===== config.mk =====
export PLATFORM = sky130hd
export DESIGN_NAME = muldiv_ctrl
export DESIGN_NICKNAME = d
export VERILOG_FILES = /design/src/rtl/muldiv_pkg.sv /design/src/rtl/muldiv_ctrl.sv
export SDC_FILE = /design/constraint.sdc
export NUM_CORES = 1
export LEC_CHECK = 0
export ABC_AREA = 1
export CORE_MARGIN = 2
export CORE_UTILIZATION = 41
export DETAILED_ROUTE_END_ITERATION = 6
export PLACE_DENSITY_LB_ADDON = 0.1
export SYNTH_ARGS = -nofsm -noshare
export SYNTH_HDL_FRONTEND = slang
export SYNTH_SLANG_ARGS = --single-unit

===== constraint.sdc =====
create_clock -name Clk -period 1.2 [get_ports Clk]
set_input_delay 0.24 -clock Clk [delete_from_list [all_inputs] [get_ports Clk]]
set_output_delay 0.24 -clock Clk [all_outputs]
set_load 0.01 [all_outputs]

===== src/rtl/muldiv_pkg.sv =====
// Shared definitions for the HI/LO multiply/divide sequencing controller:
// op codes, unit select encodings and controller state encoding.
package muldiv_pkg;

    localparam logic [2:0] OP_NOP  = 3'd0;
    localparam logic [2:0] OP_MULT = 3'd1;
    localparam logic [2:0] OP_DIV  = 3'd2;
    localparam logic [2:0] OP_MFHI = 3'd3;
    localparam logic [2:0] OP_MFLO = 3'd4;
    localparam logic [2:0] OP_MTHI = 3'd5;
    localparam logic [2:0] OP_MTLO = 3'd6;
    localparam logic [2:0] OP_RSVD = 3'd7;

    localparam logic [1:0] MD_MUL = 2'b00;
    localparam logic [1:0] MD_DIV = 2'b01;

    localparam logic SEL_HIGH = 1'b1;
    localparam logic SEL_LOW  = 1'b0;

    typedef enum logic [1:0] {
        S_IDLE   = 2'd0,
        S_BUSY   = 2'd1,
        S_COMMIT = 2'd2
    } state_t;

    // NOP and the reserved code never touch the unit and never stall.
    function automatic logic is_real_op(input logic [2:0] code);
        return (code != OP_NOP) && (code != OP_RSVD);
    endfunction

endpackage


===== src/rtl/muldiv_ctrl.sv =====
// Sequencing controller for the HI/LO multiply/divide unit.
// Ports: Clk, Reset (sync, active-high); Op_Valid/Op_Code from decode;
// MUL_Flag completion from the unit; Stall back to decode; MUL_Start,
// MUL_SelMD, MUL_SelHL, MUL_Write unit controls; Rd_Valid for MFHI/MFLO;
// Busy while an operation or HI/LO commit is in flight.
module muldiv_ctrl
    import muldiv_pkg::*;
#(
    parameter int unsigned MUL_LAT = 2,
    parameter int unsigned DIV_LAT = 2
) (
    input  logic       Clk,
    input  logic       Reset,
    input  logic       Op_Valid,
    input  logic [2:0] Op_Code,
    input  logic       MUL_Flag,
    output logic       Stall,
    output logic       MUL_Start,
    output logic [1:0] MUL_SelMD,
    output logic       MUL_SelHL,
    output logic       MUL_Write,
    output logic       Rd_Valid,
    output logic       Busy
);

    localparam logic [3:0] MUL_CNT = 4'(MUL_LAT - 1);
    localparam logic [3:0] DIV_CNT = 4'(DIV_LAT - 1);

    state_t     state;
    state_t     state_d;
    logic [3:0] cnt;
    logic [3:0] cnt_d;
    logic       req;

    assign req = Op_Valid && is_real_op(Op_Code);

    always_ff @(posedge Clk) begin
        if (Reset) begin
            state <= S_IDLE;
            cnt   <= 4'd0;
        end else begin
            state <= state_d;
            cnt   <= cnt_d;
        end
    end

    always_comb begin
        state_d   = state;
        cnt_d     = cnt;
        Stall     = 1'b0;
        MUL_Start = 1'b0;
        MUL_SelMD = MD_MUL;
        MUL_SelHL = SEL_LOW;
        MUL_Write = 1'b0;
        Rd_Valid  = 1'b0;
        Busy      = 1'b0;
        // Outputs are combinational, so gate them during reset too.
        if (Reset) begin
            state_d = S_IDLE;
            cnt_d   = 4'd0;
        end else begin
            unique case (state)
                S_IDLE: begin
                    if (req) begin
                        unique case (Op_Code)
                            OP_MULT: begin
                                MUL_Start = 1'b1;
                                MUL_SelMD = MD_MUL;
                                state_d   = S_BUSY;
                                cnt_d     = MUL_CNT;
                            end
                            OP_DIV: begin
                                MUL_Start = 1'b1;
                                MUL_SelMD = MD_DIV;
                                state_d   = S_BUSY;
                                cnt_d     = DIV_CNT;
                            end
                            OP_MFHI: begin
                                Rd_Valid  = 1'b1;
                                MUL_SelHL = SEL_HIGH;
                            end
                            OP_MFLO: begin
                                Rd_Valid  = 1'b1;
                                MUL_SelHL = SEL_LOW;
                            end
                            OP_MTHI: begin
                                MUL_Write = 1'b1;
                                MUL_SelHL = SEL_HIGH;
                            end
                            OP_MTLO: begin
                                MUL_Write = 1'b1;
                                MUL_SelHL = SEL_LOW;
                            end
                            default: ;
                        endcase
                    end
                end
                S_BUSY: begin
                    Busy  = 1'b1;
                    Stall = req;
                    if (cnt != 4'd0) begin
                        cnt_d = cnt - 4'd1;
                    end else if (MUL_Flag) begin
                        // Flag is only honoured once the minimum latency has run out.
                        state_d = S_COMMIT;
                    end
                end
                S_COMMIT: begin
                    Busy    = 1'b1;
                    Stall   = req;
                    state_d = S_IDLE;
                end
                default: begin
                    state_d = S_IDLE;
                    cnt_d   = 4'd0;
                end
            endcase
        end
    end

endmodule


* Word-level counts from Yosys, hierarchy flattened
Cells that the tools add are included.
Word-level totals: register bits after elaboration 6, input bits 7, output and inout bits 8, logic and storage cells 63
Cells by class: $add $sub $neg 1, eq/ne operators 14, muxes and demuxes 33, bitwise operators 1, reduce and logical (&&, ||, !) cells 12
Operators with widths (number):
- 2-to-1 mux 1 bit | 24
- 2-to-1 mux 4 bit | 3
- case mux 4 bit (3 select lines) | 1
- != test 2 bit, second input constant | 5
- OR reduction 2 bit | 5
- equality test 3 bit, second input constant | 3
- 2-to-1 mux 2 bit | 4
- AND reduction 4 bit | 2
- equality test 3 x 2 -> 1 bit, second input constant | 2
- case mux 2 bit (2 select lines) | 1
- nonzero test 4 bit | 1
- subtractor 4 x 1 -> 4 bit, second input constant | 1
- equality test 3 x 1 -> 1 bit, second input constant | 1
- != test 3 bit, second input constant | 1
- nonzero test 3 bit | 1
- equality test 2 x 1 -> 1 bit, second input constant | 1
- equality test 2 bit, second input constant | 1
- logical AND 1 bit | 2
- zero test 2 bit | 1
- NOT 1 bit | 1

* Depth between registers and ports, before layout
Gate-level depths: netlist (run 1).
depth in word-level cells 6, mapped depth 9, mapped depth without buffers 9

* Least setup slack after synthesis (run 1)
Ideal clock, no wire load.
kind reg2out, start point register state[0], end point output Rd_Valid, arrival time 1180 ps, data required time 960 ps, slack -220 ps, stages on the path, launching flop included 7, path buffers 0, cells stage by stage dfxtp_1 inv_1 ha_1 inv_1 nor2_1 nand2_1 nor3b_1
On the way: longest elaborated chain between the ends 3
Ends and longest elaborated chain:
- from (decl) | RTL line muldiv_ctrl.sv:29 | state_t state;
- from (signal assigned) | RTL line muldiv_ctrl.sv:42 | state <= state_d;
- zero test 2 bit | RTL line muldiv_ctrl.sv:62 | unique case (state)
- 2-to-1 mux 1 bit | RTL line muldiv_ctrl.sv:62
- 2-to-1 mux 1 bit | RTL line muldiv_ctrl.sv:58 | if (Reset) begin
- to (decl) | RTL line muldiv_ctrl.sv:22 | output logic Rd_Valid,
No other way between the ends.

* Worst setup path in the final report (run 1)
start point register state[1], end point output Rd_Valid
Same word-level chain as after synthesis.

==> flow_summary.yaml, run 1 <==
clock_network:
  cts.sinks: 6
  clk_latency_ps: 240
  path_clk_slew_ps: 40
  cts_made_buffers: 3
  clockBufferDepth: 2
  cts_tree: "yes"
  cts_max_level: 1
  ctsHoldBuffers: 0
  cts_root_buf: "clkbuf_4"
synthesis:
  netlist.area_leader.share_pct: 21.9
  synth_edf_count: 0
  synth.area.top_cells: "dfxtp_1 (22%), ha_1 (11%), inv_1 (11%)"
  ys_types: 22
  synth_common_cells: "inv_1 (16), nand2_1 (15), nor2_1 (11)"
  avgSynthCellArea_sq_um: 6.24
  yosysSeqAreaShare_pct: 21.9
  synth.most_common_cell: "inv_1"
  yosysWarnings: 0
  ys.flop_type: "dfxtp_1"
  synth.net_count: 100
  synth_cells: 88
  async_flop_share_pct: 0
  netlist_area_sq_um: 549
  yosysTopAreaCell: "dfxtp_1"
  ys_ff_latch: 6
hold_path:
  min_from: "cnt[3]"
  hold_depth: 2
  worstHoldEndpoint: "cnt[3]"
  hp-class: "reg -> reg"
status:
  status: "complete, but fails checks"
  violations: "negative setup slack"
sta:
  rsz0062_at_grt: "true"
  fin_ws_ps: -328
  tns_ps: -2130
  fin_crit_sh_pct: 127
  skew_ps: 2.62
  maxSlewViolCount: 0
  fmax_mhz: 654
  hold_viol_final: 0
  setup_viol: 11
  fin_crit_ps: 1530
die:
  ios: 15
  dieHeight_um: 40.6
  die_w_um: 40.6
  start_util_pct: 43.3
  num_rows: 13
  core_area_sq_um: 1270
  die-area_sq_um: 1650
drt:
  drc: 0
  drtPass1Iterations: 4
  vias: 683
  drtIter0Drc: 20
  wire_per_inst_um: 12.1
  final_antenna_net_count: 0
  wl_um: 1710
  routed_via_density: 4.81
placement:
  dpl.hpwl_um: 1130
  gp_congestion: 0.804
  port_buffers: 13
  placed_area_sq_um: 856
  pre_cts_ws_ps: -912
global_routing:
  grt_pass1_vias: 574
  grt_max_degree: 8
  grt_usage_pct: 22.3
  grt-ovfl-total: 0
  antenna_found_initial: 0
  grt_first_pass_wirelength_um: 2350
cells_and_area:
  final_cell_area_sq_um: 952
  drive_gt1_share_pct: 59.1
  utilization_pct: 75.0
  n_antenna_cell: 0
  syn_to_final_growth_pct: 73.3
  nNetsFinal: 141
setup_path:
  arrival_ps: 1290
  reg2reg_slack_ps: -80
  r2r-start: "state[1]"
  critPathMaxFanout: 2
  worstSetupStartpointType: "flip-flop"
  crit_type: "reg -> out"
  r2r_end: "cnt[1]"
  r2r_cells: 10
  end_kind: "output port"
  cp.required_ps: 960
power:
  leakage_nw: 0.478
  ir_worst_vdd_v: 0.00166
  finalPower_w: 0.00220
  power-per-cell-area_nw_per_um2: 2310
flow_run:
  maxCapViolations: 0
==> per-stage QoR <==
stage	hold WS, ps	cells
floorplan	302	88
global placement	520	131
detailed placement	521	131
CTS	527	142
global route	551	142
finish	528	142
==> cells by family after synthesis <==
logic type / synth area share [%]
other: 0.683
and+or+nand+nor: 40.3
xor gates and xnor gates: 1.59
buffers and inverters: 14.4
adders and majority gates: 11.4
DFF: 21.9
AOI/OAI and AO/OA: 9.79
==> area by class of cell <==
cell class | instances | area (sq um)
multi-input combinational | 62 | 437
timing repair buffer | 37 | 273
fill | 105 | 317
sequential | 6 | 123
tap | 15 | 18.8
inverter | 19 | 78.8
clock buffer | 3 | 22.5
==> worst max path at each step <==
stage	from	to	slack (ps)	cells past startpoint
detailed placement	Op_Code[1]	Rd_Valid	-910	6
global placement	Op_Code[1]	Rd_Valid	-810	6
finish	state[1]	Rd_Valid	-330	7
CTS	state[0]	Rd_Valid	-380	7
global route	state[1]	Rd_Valid	-400	7
floorplan	state[1]	Rd_Valid	-30	6
==> layout by cell type, fill, tap and decap left out, types with 3 or more instances in the layout <==
master | Yosys | final
nor2_1 | 11 | 9
nor2_2 | 2 | 3
inv_2 | 3 | 7
a21oi_1 | 3 | 3
nand2_2 | 3 | 8
buf_4 | 1 | 24
dfxtp_1 | 6 | 4
buf_6 | 0 | 3
buf_2 | 0 | 8
nand2_1 | 15 | 10
ha_1 | 5 | 3
clkbuf_4 | 0 | 3
nand3_1 | 8 | 6
inv_4 | 0 | 3
inv_1 | 16 | 9
==> flip-flops by register name (all words and copies together) (netlist names) <==
signal and count:
state 2, cnt 4
==> power by group <==
group / switching [W] / internal (W)
Sequential: 0.0000463 / 0.000280
Clock: 0.0000696 / 0.000113
Combinational: 0.000901 / 0.000790
Total: 0.00102 / 0.00118
==> layer usage <==
metal  routed length [um]  part of all wire [%]  track usage [%]  vias to the layer above
li1                     -                     -                -                      350
met1                  668                    39             23.9                      315
met2                  945                    55             40.5                       18
met3                  100                   5.8             8.89                        0
met4                    0                     0             5.00                        0
met5                    0                     0                0                        -
==> critical path, cell delays in order, from the launching register on <==
cell     delay [ps]
dfxtp_2         320
inv_2            70
ha_4            150
inv_4            40
nor2_4           80
nand2_2          70
nor3b_2         170
buf_2           150
==> what timing repair did <==
| action | CTS | global route |
|---|---|---|
| setup endpoints to repair | 13 | 13 |
| pin swaps | 9 | 10 |
| buffers inserted | 8 | 2 |
| endpoints found under the hold margin | 0 | 0 |
| gates cloned | 0 | 0 |
| gates resized for setup | 57 | 13 |
Power figures use the tool's default switching activity.
==> run 2: changes to the inputs <==
CORE_AREA = 2 2 39 41   (was not set)
CORE_MARGIN = not set   (was 2)
CORE_UTILIZATION = not set   (was 41)
DIE_AREA = 0 0 41 43   (was not set)
clock period = 1.7 ns   (was 1.2 ns; I/O delays follow)
==> run 2 against run 1 <==
  * The run now ends clean
  * Via count down 5.9%
  * Critical path depth unchanged
  * Die area increased by 7.0%
  * Critical endpoint is now MUL_SelHL
  * Largest cell class unchanged
  * Largest power group unchanged
==> flow_summary.yaml, run 2 (synthesized netlist as in run 1, its figures left out) <==
drt:
  vias: 643
  drc: 0
  wire_per_inst_um: 10.7
  wl_um: 1470
  routed_via_density: 4.69
  drtPass1Iterations: 4
  final_antenna_net_count: 0
  drtIter0Drc: 11
cells_and_area:
  final_cell_area_sq_um: 875
  largest_register_ffs: 4
  syn_to_final_growth_pct: 59.2
  n_antenna_cell: 0
  layout_commonest_cell: "buf_4"
  reg_top3: "cnt x4, state x2"
  nNetsFinal: 135
  final_cell_mix: "buf_4 (18), nand2_1 (13), inv_1 (12)"
  drive_gt1_share_pct: 46.3
  largest_register: "cnt"
die:
  start_util_pct: 39.7
  num_rows: 14
  ios: 15
  core_area_sq_um: 1380
  die-area_sq_um: 1760
  dieHeight_um: 43
  die_w_um: 41
setup_path:
  max_stage_delay_ps: 320
  crit_type: "reg -> out"
  critPathMaxFanout: 3
  cp_top_family: "flip-flops"
  crit_buf_inv: 3
  arrival_ps: 1340
  cp.required_ps: 1360
  end_kind: "output port"
  reg2reg_slack_ps: 250
  crit_path_top_delay_cell: "dfxtp_2"
  crit_chain: "inv_2, ha_4, inv_4, nor2_4, nand2_2, a211oi_2, buf_2"
  worstSetupStartpointType: "flip-flop"
global_routing:
  grt_pass1_vias: 601
  grt_usage_pct: 21.4
  grt-ovfl-total: 0
  grt_first_pass_wirelength_um: 2500
  grt_max_degree: 8
  antenna_found_initial: 0
placement:
  dpl.hpwl_um: 1100
  placed_area_sq_um: 797
  gp_congestion: 0.807
  port_buffers: 13
power:
  leakage_nw: 0.448
  ir_worst_vdd_v: 0.000965
  power-per-cell-area_nw_per_um2: 1600
clock_network:
  ctsHoldBuffers: 0
  cts.sinks: 6
  clk_latency_ps: 250
  cts_tree: "yes"
  cts_max_level: 1
  cts_root_buf: "clkbuf_4"
  path_clk_slew_ps: 40
  cts_made_buffers: 3
  clockBufferDepth: 2
sta:
  hold_viol_final: 0
  fin_crit_sh_pct: 98.9
  maxSlewViolCount: 0
  tns_ps: 0
  fmax_mhz: 595
  fin_crit_ps: 1680
  rsz0062_at_grt: "true"
  slew_headroom_pct: 66.3
  tightest_slew_ps: 503
  setup_viol: 0
  skew_ps: 0.225
hold_path:
  hp-class: "reg -> reg"
flow_run:
  maxCapViolations: 0
status:
  status: "finished, final reports clean"
[run 2: cell types whose count changed in the layout (fill, tap and decap cells not counted), sizes merged]
cell and delta:
dlymetal6s2s +1, clkbuf +1, dlygate4sd2 +1, clkdlybuf4s15 +1, buf -10
[run 2: worst min-delay path, stage by stage, from the launching register on]
cell     delay [ps]
dfxtp_1         350
nor2_1           60
nor2_1           60
[run 2: layer usage]
layer / vias to the layer above / track usage (%) / part of all wire (%)
met1: 285 / 26.5 / 45
met2: 14 / 30.6 / 49
li1: 340 / - / -
met4: 0 / 9.33 / 1.8
met3: 4 / 9.95 / 4.8
met5: - / 0 / 0
[run 2: final timing paths]
| path | cells after the start | startpoint | end |
|---|---|---|---|
| worst max-delay path | 7 | state[0] | MUL_SelHL |
| worst min-delay path | 2 | cnt[1] | cnt[1] |
| worst max register to register | 9 | state[1] | cnt[1] |
| worst min register to register | 2 | cnt[1] | cnt[1] |
[run 2: cell type report]
cell class | count | area (sq um)
Sequential cell | 6 | 123
Multi-Input combinational cell | 62 | 410
Fill cell | 142 | 509
Tap cell | 16 | 20.0
Clock buffer | 3 | 22.5
Inverter | 19 | 73.8
Timing Repair Buffer | 31 | 225
[run 2: through the flow]
stage                     cells  worst slack (ps)  hold WS (ps)  utilization, %  total power, W
final                       137              18.8           506            63.2         0.00140
after global routing        137             -67.4           540            63.2         0.00156
after detailed placement    130              -547           504            57.6         0.00111
after global placement      130              -550           502            57.6         0.00110
after floorplan              88               180           402               -        0.000768
after CTS                   135             -14.2           514            59.9         0.00130
[run 2: what timing repair did]
| action | 4_1_cts | 5_1_grt |
|---|---|---|
| pin swaps | 9 | 5 |
| endpoints found under the setup margin | 7 | 5 |
| resized for setup | 45 | 11 |
| setup buffers | 2 | 2 |
| hold endpoints to repair | 0 | 0 |
[run 2: report_power, final]
part | leakage (nW) | internal (W) | switching (W)
sequential | 0.0501 | 0.000197 | 0.0000357
clock | 0.0138 | 0.0000800 | 0.0000538
combinational | 0.384 | 0.000492 | 0.000540
total | 0.448 | 0.000769 | 0.000629
==> run 3: changes to the inputs <==
--- a/constraint.sdc
+++ b/constraint.sdc
@@ -3,2 +3,2 @@
 set_output_delay 0.34 -clock Clk [all_outputs]
-set_load 0.01 [all_outputs]
+set_load 0.005 [all_outputs]
==> run 3 against run 2 <==
  * Combinational power barely moved
  * Final cell count fell by 1.5%
  * Global-route usage fell by 3.4 points
  * Critical path depth is the same
  * Setup slack improved by 16 ps
  * Via count fell by 5.0%
  * Wire length down 5.2%
  * Critical path type unchanged
  * Largest power group unchanged
==> flow_summary.yaml, run 3 (synthesized netlist as in run 1, its figures left out) <==
setup_path:
  crit_type: "reg -> out"
  critPathMaxFanout: 3
  end_kind: "output port"
  cp.required_ps: 1360
  arrival_ps: 1320
  r2r-start: "state[1]"
  worstSetupStartpointType: "flip-flop"
  r2r_cells: 9
  reg2reg_slack_ps: 230
  r2r_end: "cnt[1]"
cells_and_area:
  fin_cells: 135
  syn_to_final_growth_pct: 55.6
  largest_register: "cnt"
  final_cell_mix: "buf_4 (15), nand2_1 (14), inv_1 (10), nor2_1 (10)"
  reg_top3: "cnt x4, state x2"
  drive_gt1_share_pct: 45.4
  nNetsFinal: 133
  largest_register_ffs: 4
  fillCellCount: 136
  layout_commonest_cell: "buf_4"
  utilization_pct: 61.8
  n_antenna_cell: 0
die:
  ios: 15
  dieHeight_um: 43
  num_rows: 14
  die-area_sq_um: 1760
  core_area_sq_um: 1380
  start_util_pct: 39.7
  die_w_um: 41
drt:
  drc: 0
  drtPass1Iterations: 4
  drtIter0Drc: 9
  routed_via_density: 4.53
  vias: 611
  wire_per_inst_um: 10.3
  wl_um: 1390
  final_antenna_net_count: 0
hold_path:
  worstHoldEndpoint: "cnt[2]"
  min_from: "Reset"
  hp-class: "in -> reg"
  hold_depth: 3
global_routing:
  antenna_found_initial: 0
  grt_first_pass_wirelength_um: 2160
  grt_max_degree: 8
  grt_pass1_vias: 570
  grt-ovfl-total: 0
  grt_usage_pct: 18.0
power:
  ir_worst_vdd_v: 0.000980
  leakage_nw: 0.438
  finalPower_w: 0.00139
  power-per-cell-area_nw_per_um2: 1620
sta:
  hold_viol_final: 0
  fin_crit_ps: 1660
  maxSlewViolCount: 0
  rsz0062_at_grt: "true"
  tns_ps: 0
  skew_ps: 0.767
  fin_crit_sh_pct: 97.9
  setup_viol: 0
  fmax_mhz: 601
  holdWs_ps: 498
clock_network:
  path_clk_slew_ps: 50
  cts_made_buffers: 3
  cts.sinks: 6
  cts_root_buf: "clkbuf_4"
  cts_tree: "yes"
  ctsHoldBuffers: 0
  clockBufferDepth: 2
  cts_max_level: 1
  clk_latency_ps: 240
placement:
  dpl.cell_count: 130
  gp_congestion: 0.803
  dpl.hpwl_um: 1100
  port_buffers: 13
status:
  status: "finished, final reports clean"
flow_run:
  maxCapViolations: 0
## run 3: worst max-delay path, stage by stage, from the launching register on
cell and delay, ps:
dfxtp_2 320, inv_2 70, ha_4 150, inv_4 40
nor2_4 120, nand2_2 80, a211oi_2 160, buf_2 150
## run 3: repair_timing
action | in CTS | in global routing
gates cloned | 0 | 0
endpoints found under the setup margin | 7 | 6
resized for setup | 35 | 17
setup buffers | 0 | 2
pin swaps | 5 | 6
## run 3: worst max-delay path by stage
stage | from | end | slack, ps | depth (start not counted)
after global placement | Op_Code[1] | MUL_Write | -520 | 6
after global routing | state[1] | MUL_SelHL | -30 | 7
final | state[1] | MUL_SelHL | 40 | 7
after detailed placement | Op_Code[1] | Rd_Valid | -510 | 6
after CTS | state[0] | MUL_SelHL | -10 | 7
after floorplan | state[0] | Rd_Valid | 290 | 6
## run 3: final cells by class
cell class	instances	area, sq um	share of cell area [%]
sequential	6	123	14.3
clock buffer	3	22.5	2.64
timing repair buffer	29	216	25.3
inverter	19	73.8	8.64
multi-input combinational	62	399	46.7
tap	16	20.0	2.34
## run 3: power by group
group	leakage [nW]	internal, W	switching [W]
sequential	0.0501	0.000197	0.0000372
clock	0.0138	0.0000799	0.0000516
combinational	0.374	0.000496	0.000523
total	0.438	0.000773	0.000612
## run 3: through the flow
step                cell area, sq um  setup WS (ps)
floorplan                        549            286
global placement                 797           -517
detailed placement               797           -510
CTS                              805          -10.6
global route                     855          -26.4
finish                           855           35.3
## run 3: routing by layer
| metal | track usage, % | vias up | wire length, um |
|---|---|---|---|
| li1 | - | 333 | - |
| met4 | 6.00 | 0 | 14 |
| met2 | 26.6 | 11 | 700 |
| met3 | 7.85 | 4 | 56 |
| met5 | 0 | - | 0 |
| met1 | 22.7 | 263 | 621 |
